### config.mk
export PLATFORM = sky130hd
export DESIGN_NAME = scr1_dmi_arb
export DESIGN_NICKNAME = d
export VERILOG_FILES = /design/src/rtl/scr1_dmi_arb.sv
export SDC_FILE = /design/constraint.sdc
export NUM_CORES = 1
export LEC_CHECK = 0
export CELL_PAD_IN_SITES_DETAIL_PLACEMENT = 0
export CELL_PAD_IN_SITES_GLOBAL_PLACEMENT = 1
export CORE_MARGIN = 5
export CORE_UTILIZATION = 25
export DETAILED_ROUTE_END_ITERATION = 7
export GPL_TIMING_DRIVEN = 0
export PLACE_DENSITY = 0.84
export SLEW_MARGIN = 20
export SYNTH_ARGS = -nofsm -noshare
export SYNTH_HDL_FRONTEND = slang
export SYNTH_SLANG_ARGS = --single-unit
### constraint.sdc
create_clock -name clk -period 1.4 [get_ports clk]
set_input_delay 0.28 -clock clk [delete_from_list [all_inputs] [get_ports clk]]
set_output_delay 0.28 -clock clk [all_outputs]
set_load 0.05 [all_outputs]
### src/rtl/scr1_dmi_arb.sv
//-----------------------------------------------------------------------------
// scr1_dmi_arb
//
// Two-requester arbiter in front of the Debug Module Interface (DMI).
// Requester 0 is the TAP DMI and requester 1 is the system debug port. One
// access is in flight at a time. Each access goes through
// IDLE -> BUSY -> DONE -> IDLE.
//
// Optional feature (macro SCR1_DMI_ARB_TIMEOUT_EN):
//   When defined, a BUSY phase that sees no DM response for TIMEOUT_CYCLES
//   cycles is aborted. The abort is reported in DONE with err_o = 1.
//   When undefined, BUSY waits forever, err_o is tied low and no counter
//   exists.
//
// Ports:
//   clk, rst_n          single clock, synchronous active-low reset
//   req_i[1:0]          request, one bit per requester
//   wr_i[1:0]           write flag per requester
//   addr_i / wdata_i    per-requester address / write data; slice k belongs
//                       to requester k
//   gnt_o[1:0]          one-hot accept pulse (combinational, IDLE only)
//   resp_o[1:0]         one-hot completion pulse to the owner (DONE only)
//   rdata_o, err_o      completion data and abort flag, zero outside DONE
//   dmi2dm_*_o          request to the DM; address, data and write flag are
//                       zero whenever dmi2dm_req_o is low
//   dm2dmi_resp_i/_rdata_i  DM response and read data (used in BUSY only)
//-----------------------------------------------------------------------------
`ifndef SCR1_DBG_DMI_ADDR_WIDTH
`define SCR1_DBG_DMI_ADDR_WIDTH 7
`endif
`ifndef SCR1_DBG_DMI_DATA_WIDTH
`define SCR1_DBG_DMI_DATA_WIDTH 32
`endif

module scr1_dmi_arb #(
  parameter int unsigned TIMEOUT_CYCLES = 255
) (
  input  logic                                  clk,
  input  logic                                  rst_n,
  input  logic [1:0]                            req_i,
  input  logic [1:0]                            wr_i,
  input  logic [2*`SCR1_DBG_DMI_ADDR_WIDTH-1:0] addr_i,
  input  logic [2*`SCR1_DBG_DMI_DATA_WIDTH-1:0] wdata_i,
  output logic [1:0]                            gnt_o,
  output logic [1:0]                            resp_o,
  output logic [`SCR1_DBG_DMI_DATA_WIDTH-1:0]   rdata_o,
  output logic                                  err_o,
  output logic                                  dmi2dm_req_o,
  output logic                                  dmi2dm_wr_o,
  output logic [`SCR1_DBG_DMI_ADDR_WIDTH-1:0]   dmi2dm_addr_o,
  output logic [`SCR1_DBG_DMI_DATA_WIDTH-1:0]   dmi2dm_wdata_o,
  input  logic                                  dm2dmi_resp_i,
  input  logic [`SCR1_DBG_DMI_DATA_WIDTH-1:0]   dm2dmi_rdata_i
);

  localparam int unsigned AW = `SCR1_DBG_DMI_ADDR_WIDTH;
  localparam int unsigned DW = `SCR1_DBG_DMI_DATA_WIDTH;
  localparam logic [7:0]  TO_LIMIT = 8'(TIMEOUT_CYCLES);

  typedef enum logic [1:0] {
    ST_IDLE = 2'd0,
    ST_BUSY = 2'd1,
    ST_DONE = 2'd2
  } state_e;

  state_e          state_q, state_d;
  logic            last_q, last_d;     // requester granted most recently
  logic            owner_q, owner_d;   // requester owning the current access
  logic            cmd_wr_q, cmd_wr_d;
  logic [AW-1:0]   cmd_addr_q, cmd_addr_d;
  logic [DW-1:0]   cmd_wdata_q, cmd_wdata_d;
  logic [DW-1:0]   rdata_q, rdata_d;
  logic            win_s;
  logic [1:0]      gnt_s;

`ifdef SCR1_DMI_ARB_TIMEOUT_EN
  logic            err_q, err_d;
  logic [7:0]      cnt_q, cnt_d;
  logic            to_hit_s;

  // cnt_q counts BUSY cycles already completed; this cycle is number
  // cnt_q + 1, and the access aborts when that reaches the limit.
  assign to_hit_s = ((cnt_q + 8'd1) == TO_LIMIT);
`else
  logic            unused_timeout_s;

  // The limit is meaningless without the timeout feature.
  assign unused_timeout_s = ^TO_LIMIT;
`endif

  // Round-robin winner: a lone requester wins; on contention the requester
  // not granted last time wins.
  always_comb begin
    if (req_i == 2'b11) begin
      win_s = ~last_q;
    end else begin
      win_s = req_i[1];
    end
  end

  // Next-state and register-update logic of the access FSM.
  always_comb begin
    state_d     = state_q;
    last_d      = last_q;
    owner_d     = owner_q;
    cmd_wr_d    = cmd_wr_q;
    cmd_addr_d  = cmd_addr_q;
    cmd_wdata_d = cmd_wdata_q;
    rdata_d     = rdata_q;
    gnt_s       = 2'b00;
`ifdef SCR1_DMI_ARB_TIMEOUT_EN
    err_d       = err_q;
    cnt_d       = cnt_q;
`endif
    case (state_q)
      ST_IDLE: begin
        if (req_i != 2'b00) begin
          gnt_s       = 2'b01 << win_s;
          last_d      = win_s;
          owner_d     = win_s;
          cmd_wr_d    = wr_i[win_s];
          cmd_addr_d  = addr_i[win_s*AW +: AW];
          cmd_wdata_d = wdata_i[win_s*DW +: DW];
`ifdef SCR1_DMI_ARB_TIMEOUT_EN
          cnt_d       = 8'd0;
`endif
          state_d     = ST_BUSY;
        end else begin
          state_d = ST_IDLE;
        end
      end
      ST_BUSY: begin
        if (dm2dmi_resp_i) begin
          // A response in the limit cycle still completes normally.
          rdata_d = cmd_wr_q ? {DW{1'b0}} : dm2dmi_rdata_i;
`ifdef SCR1_DMI_ARB_TIMEOUT_EN
          err_d   = 1'b0;
`endif
          state_d = ST_DONE;
`ifdef SCR1_DMI_ARB_TIMEOUT_EN
        end else if (to_hit_s) begin
          rdata_d = {DW{1'b0}};
          err_d   = 1'b1;
          state_d = ST_DONE;
`endif
        end else begin
`ifdef SCR1_DMI_ARB_TIMEOUT_EN
          cnt_d   = cnt_q + 8'd1;
`endif
          state_d = ST_BUSY;
        end
      end
      ST_DONE: begin
        state_d = ST_IDLE;
      end
      default: begin
        state_d = ST_IDLE;
      end
    endcase
  end

  // State and data registers with synchronous active-low reset.
  always_ff @(posedge clk) begin
    if (!rst_n) begin
      state_q     <= ST_IDLE;
      last_q      <= 1'b1;
      owner_q     <= 1'b0;
      cmd_wr_q    <= 1'b0;
      cmd_addr_q  <= {AW{1'b0}};
      cmd_wdata_q <= {DW{1'b0}};
      rdata_q     <= {DW{1'b0}};
`ifdef SCR1_DMI_ARB_TIMEOUT_EN
      err_q       <= 1'b0;
      cnt_q       <= 8'd0;
`endif
    end else begin
      state_q     <= state_d;
      last_q      <= last_d;
      owner_q     <= owner_d;
      cmd_wr_q    <= cmd_wr_d;
      cmd_addr_q  <= cmd_addr_d;
      cmd_wdata_q <= cmd_wdata_d;
      rdata_q     <= rdata_d;
`ifdef SCR1_DMI_ARB_TIMEOUT_EN
      err_q       <= err_d;
      cnt_q       <= cnt_d;
`endif
    end
  end

  // Output decode. Everything is forced low while rst_n is asserted so the
  // outputs are quiet even before the first reset edge has been seen.
  always_comb begin
    gnt_o          = 2'b00;
    resp_o         = 2'b00;
    rdata_o        = {DW{1'b0}};
    err_o          = 1'b0;
    dmi2dm_req_o   = 1'b0;
    dmi2dm_wr_o    = 1'b0;
    dmi2dm_addr_o  = {AW{1'b0}};
    dmi2dm_wdata_o = {DW{1'b0}};
    if (rst_n) begin
      gnt_o = gnt_s;
      if (state_q == ST_BUSY) begin
        dmi2dm_req_o   = 1'b1;
        dmi2dm_wr_o    = cmd_wr_q;
        dmi2dm_addr_o  = cmd_addr_q;
        dmi2dm_wdata_o = cmd_wdata_q;
      end else if (state_q == ST_DONE) begin
        resp_o  = 2'b01 << owner_q;
        rdata_o = rdata_q;
`ifdef SCR1_DMI_ARB_TIMEOUT_EN
        err_o   = err_q;
`else
        err_o   = 1'b0;
`endif
      end else begin
        dmi2dm_req_o = 1'b0;
      end
    end else begin
      gnt_o = 2'b00;
    end
  end

endmodule

=== Word level (Yosys, flattened, before mapping) ===
Index checks and enable logic that the tools add are counted.
W data, S select, Z words.

* Multipliers: 1
* Magnitude comparators: 1
* Equality and inequality tests: 3
* Shift-type cells: 4
* Multiplexer cells: 24
* Bitwise logic cells: 1
* Reduce and logical (&&, ||, !) cells: 4

{| class="wikitable"
|+ Operators with widths
! kind !! number
|-
| $mux W32 || 6
|-
| $shiftx A64 B7 Y32 || 1
|-
| $mux W2 || 7
|-
| $mux W7 || 2
|-
| $shiftx A14 B5 Y7 || 1
|-
| $mux W1 || 8
|-
| $eq A2 B2 Y1 const B || 2
|-
| $mul A1 B3 Y4 const B || 1
|-
| $pmux W2 S2 || 1
|-
| $reduce_and A2 Y1 || 2
|-
| $shl A1 B1 Y2 const A || 2
|-
| $eq A2 B1 Y1 const B || 1
|-
| $logic_not A2 Y1 || 1
|-
| $lt A1 B2 Y1 const B || 1
|-
| $reduce_bool A2 Y1 || 1
|-
| $not A1 Y1 || 1
|}

* Bits in registers: 76
* Input port bits: 117
* Output and inout bits: 78
* Word-level logic and storage cells: 45

=== Longest topological paths before layout ===
* Depth in word-level cells: 6
* Gate-level depth with buffers: 7
* Gate-level depth less buffers: 3

=== Least setup slack after synthesis ===
OpenSTA, ideal clock, no wires.

* Kind: in2out
* From: input port rst_n
* To: output port dmi2dm_addr_o[0]
* Data arrival time: 1.780 ns
* Data required time: 1.120 ns
* Setup slack: -0.660 ns
* Stages: 5
* Buffers on the path: 3
* Cell sequence: buf_2 > and3b_1 > buf_6 > clkbuf_1 > and2_1

* Word-level cells in the longest chain between the ends: 1

{| class="wikitable"
|+ Ends and longest elaborated chain
! what !! RTL line !! source
|-
| start: declaration || 39 || <nowiki>input logic rst_n,</nowiki>
|-
| $mux W7 || 202 || <nowiki>if (rst_n) begin</nowiki>
|-
| end: declaration || 50 || <nowiki>output logic [`SCR1_DBG_DMI_ADDR_WIDTH-1:0] dmi2dm_addr_o,</nowiki>
|}

Every way passes these cells.

=== Worst setup path in the final report ===
* From: register state_q[1]
* To: output port dmi2dm_wdata_o[5]

* Word-level cells in the longest chain between the ends: 3

{| class="wikitable"
|+ Ends and longest elaborated chain
! what !! RTL line !! source
|-
| start: declaration || 66 || <nowiki>state_e state_q, state_d;</nowiki>
|-
| start signal: assignment || 177 || <nowiki>state_q <= state_d;</nowiki>
|-
| $eq A2 B1 Y1 || 204 || <nowiki>if (state_q == ST_BUSY) begin</nowiki>
|-
| $mux W32 || 204 ||
|-
| $mux W32 || 202 ||
|-
| end: declaration || 51 || <nowiki>output logic [`SCR1_DBG_DMI_DATA_WIDTH-1:0] dmi2dm_wdata_o,</nowiki>
|}

Every way passes these cells.

==> metrics.log <==
INFO  metric period_share = 132%
INFO  metric io_pins = 195
INFO  metric n_antenna_cell = 0
INFO  metric post_synth_most_frequent_cells = sky130_fd_sc_hd__dfxtp_1, sky130_fd_sc_hd__and2_1, sky130_fd_sc_hd__and3_1, sky130_fd_sc_hd__a32o_1, sky130_fd_sc_hd__clkbuf_1
INFO  metric timing_worst_setup_path_type = flop to output port
INFO  metric setup_slack_reg_to_reg = -250 ps
INFO  metric drv_cap = 0
INFO  metric cts_tree = done
INFO  metric arrival = 1570 ps
INFO  metric drt_first_iter_violations = 223
INFO  metric final_hold_viol_count = 0
INFO  metric routed_wl = 15.5 mm
INFO  metric overflow = 0
INFO  metric clock_latency = 340 ps
INFO  metric power_density = 849 mW/mm²
INFO  metric synth_top_cell_by_area = sky130_fd_sc_hd__dfxtp_1
INFO  metric cts_clk_pin_slew_worst_paths = 60 ps
INFO  metric final-setup-viol-count = 149
INFO  metric crit_path_start_kind = flop
INFO  metric cell_internal_pwr = 4720 µW
INFO  metric timing.hold.worst.class = input pin to flop
INFO  metric gp_routability_congestion = 0.784
INFO  metric cell_with_the_most_instances_after_synthesis = sky130_fd_sc_hd__dfxtp_1
INFO  metric maxClockFrequency = 541 MHz
INFO  metric min_period = 1850 ps
INFO  metric synth_top_cell_area_share = 42.2%
INFO  metric die_x = 130 µm
INFO  metric cts-htree-levels = 3
INFO  metric antenna_left = 0
INFO  metric required_time_reported_for_the_critical_path_endpoint = 1120 ps
INFO  metric core_area = 0.0140 mm²
INFO  metric ctsHoldBuffers = 0
INFO  metric grt_antenna_before_repair = 0
INFO  metric post-route-util = 53.9%
INFO  metric run_status = complete, but fails checks
INFO  metric path_max_fanout = 7
INFO  metric detail_route.first_pass.iterations = 4
INFO  metric ys_flop_type = sky130_fd_sc_hd__dfxtp_1
INFO  metric combinational_group_share_of_total_power = 25.0%
INFO  metric power_switching_share = 26.3%
INFO  metric total_die_area = 0.0169 mm²
INFO  metric grt_setup_unrepaired = yes
INFO  metric synth_sequential_area_ratio = 42.2%
INFO  metric floorplan.rows = 43
INFO  metric post_route_cells_drive_above_1_share = 43.6%
INFO  metric timing.slew.headroom = 60.4%
INFO  metric wl_per_cell = 19.9 µm
INFO  metric max-clock-path-buffers = 2
INFO  metric layout_setup_ws = -448 ps
INFO  metric cell_variety_after_synth = 31
INFO  metric final-max-slew-violation-count = 0
INFO  metric cts-buffers-inserted = 9
INFO  metric initial_utilization = 25.8%
INFO  metric globalRouteTotalUtil = 17.5%
INFO  metric buffer_ports.inserted = 192
INFO  metric top_post_synthesis_cells_by_area = sky130_fd_sc_hd__dfxtp_1, sky130_fd_sc_hd__a32o_1, sky130_fd_sc_hd__a221o_1
INFO  metric ir_drop = 0.489 mV
INFO  metric fraction_of_registers_with_async_set_or_reset_after_synthesis = 0%
INFO  metric synth-edff-count = 0
INFO  metric areaGrowthSynthToFinish = 109%
INFO  metric post-route-drc-count = 0
INFO  metric switching_power = 1680 µW
INFO  metric p_seq_share = 37.9%
INFO  metric yosys_warnings = 0
INFO  metric worstSetupEndpointType = output port
INFO  metric number_of_storage_elements_in_the_synthesis_netlist = 76
INFO  metric grt_max_degree = 13
INFO  metric post_detail_place_hpwl = 10.7 mm
INFO  metric synth.avg_cell_area = 10.0 µm²
INFO  metric detail_route.vias_per_cell = 5.16
INFO  metric total_standard_cell_area_after_synthesis = 0.00360 mm²
INFO  metric chip_height = 130 µm
INFO  metric synth_fp_nets = 477
INFO  metric detailroute.via_count = 4016
INFO  metric clock_sinks = 76
INFO  metric final.setup_skew = 9.51 ps
INFO  metric total_leakage_power = 0.00327 µW
INFO  metric cell_count_after_synthesis = 360
INFO  metric max_slew.worst_pin.slew = 594 ps
INFO  metric vias_in_the_first_global_route = 4105
INFO  metric timing.setup.tns = -39820 ps
INFO  metric post_layout_nets = 711
INFO  metric p_clk_share = 37.0%
INFO  metric clock_tree.root_cell = sky130_fd_sc_hd__clkbuf_16
INFO  metric failing_checks = setup timing
INFO  metric first_pass_grt_wire_length = 22.7 mm
==> through the flow <==
step / worst slack [ps] / area, µm² / cells / total power, µW / hold WS (ps)
3_5_place_dp: -1270 / 5980 / 732 / 3630 / 450
5_1_grt: -483 / 7540 / 779 / 6660 / 285
4_1_cts: -467 / 7310 / 770 / 6390 / 245
2_1_floorplan: -81.8 / 3830 / 360 / 3050 / 373
6_report: -448 / 7540 / 779 / 6400 / 256
3_3_place_gp: -1270 / 5980 / 732 / 3600 / 445
==> kinds of logic after synthesis <==
kind of cell | after synthesis | share of synthesized area (%)
AND/OR/NAND/NOR | 118 | 21.0
flip-flops | 76 | 42.2
AO/OA/AOI/OAI | 115 | 28.7
buffers and inverters | 50 | 8.02
other | 1 | 0.104
==> flip-flops by register name (all words and copies together) (netlist names) <==
signal and cells:
last_q 1, cmd_addr_q 7, state_q 2, owner_q 1, rdata_q 32, cmd_wdata_q 32
cmd_wr_q 1
==> metal layers <==
layer | track usage (%) | vias up | wire length [µm]
met5 | 0 | - | 0
met4 | 6.17 | 0 | 320
met3 | 4.71 | 25 | 1090
met2 | 29.7 | 172 | 7790
met1 | 21.2 | 1939 | 6330
li1 | - | 1880 | -
==> power by group through the flow <==
stage	clock, µW	combinational (µW)	sequential, µW
2_1_floorplan	0	626	2430
3_3_place_gp	0	1160	2450
3_5_place_dp	0	1180	2460
4_1_cts	2440	1540	2420
5_1_grt	2510	1700	2450
6_report	2370	1600	2430
==> repair_timing <==
action,4_1_cts,5_1_grt
cloned,10,5
buffers inserted,16,6
gates resized for setup,732,54
setup endpoints to repair,151,150
pin swaps,47,26
==> layout make-up <==
type,count,area [µm²]
sequential,76,1530
fill,1227,6440
tap,180,225
inverter,1,3.75
timing repair buffer,228,2830
buffer,44,479
clock buffer,12,256
clock inverter,4,47.5
multi-input combinational,234,2170
==> cells in the final DEF, fill, tap and decap left out, types with 2 or more instances in the layout <==
master and n:
sky130_fd_sc_hd__buf_8 90, sky130_fd_sc_hd__nand3_1 8, sky130_fd_sc_hd__buf_2 2, sky130_fd_sc_hd__clkbuf_2 6, sky130_fd_sc_hd__clkbuf_8 6, sky130_fd_sc_hd__and3_4 33
sky130_fd_sc_hd__nor2b_4 2, sky130_fd_sc_hd__buf_12 6, sky130_fd_sc_hd__buf_4 10, sky130_fd_sc_hd__a31oi_1 12, sky130_fd_sc_hd__o211a_1 28, sky130_fd_sc_hd__o21ai_1 5
sky130_fd_sc_hd__buf_16 2, sky130_fd_sc_hd__clkdlybuf4s50_1 113, sky130_fd_sc_hd__dfxtp_1 73, sky130_fd_sc_hd__and2_4 40, sky130_fd_sc_hd__clkbuf_16 19, sky130_fd_sc_hd__nand3_2 4
sky130_fd_sc_hd__clkbuf_1 13, sky130_fd_sc_hd__clkinv_2 2, sky130_fd_sc_hd__dfxtp_4 2, sky130_fd_sc_hd__nand4b_1 12, sky130_fd_sc_hd__buf_6 15, sky130_fd_sc_hd__a221o_1 28
sky130_fd_sc_hd__and3b_2 3, sky130_fd_sc_hd__dlygate4sd2_1 2, sky130_fd_sc_hd__nand2b_1 2, sky130_fd_sc_hd__o21ai_2 7, sky130_fd_sc_hd__a32o_1 31, sky130_fd_sc_hd__nand2_1 2
==> worst paths after layout <==
path,cells after the start,endpoint,from
max,5,dmi2dm_wdata_o[5],state_q[1]
max reg2reg,7,cmd_wdata_q[8],state_q[0]
min reg2reg,2,cmd_wdata_q[25],cmd_wdata_q[25]
min,3,state_q[0],rst_n
==> worst max-delay path, cell delays in order (launching register included) <==
cell                        delay (ps)
sky130_fd_sc_hd__dfxtp_4           360
sky130_fd_sc_hd__and3b_2           270
sky130_fd_sc_hd__buf_12            150
sky130_fd_sc_hd__clkbuf_16         150
sky130_fd_sc_hd__and2_4            150
sky130_fd_sc_hd__buf_8             140
Note: power is estimated with default switching activity, not from simulation.
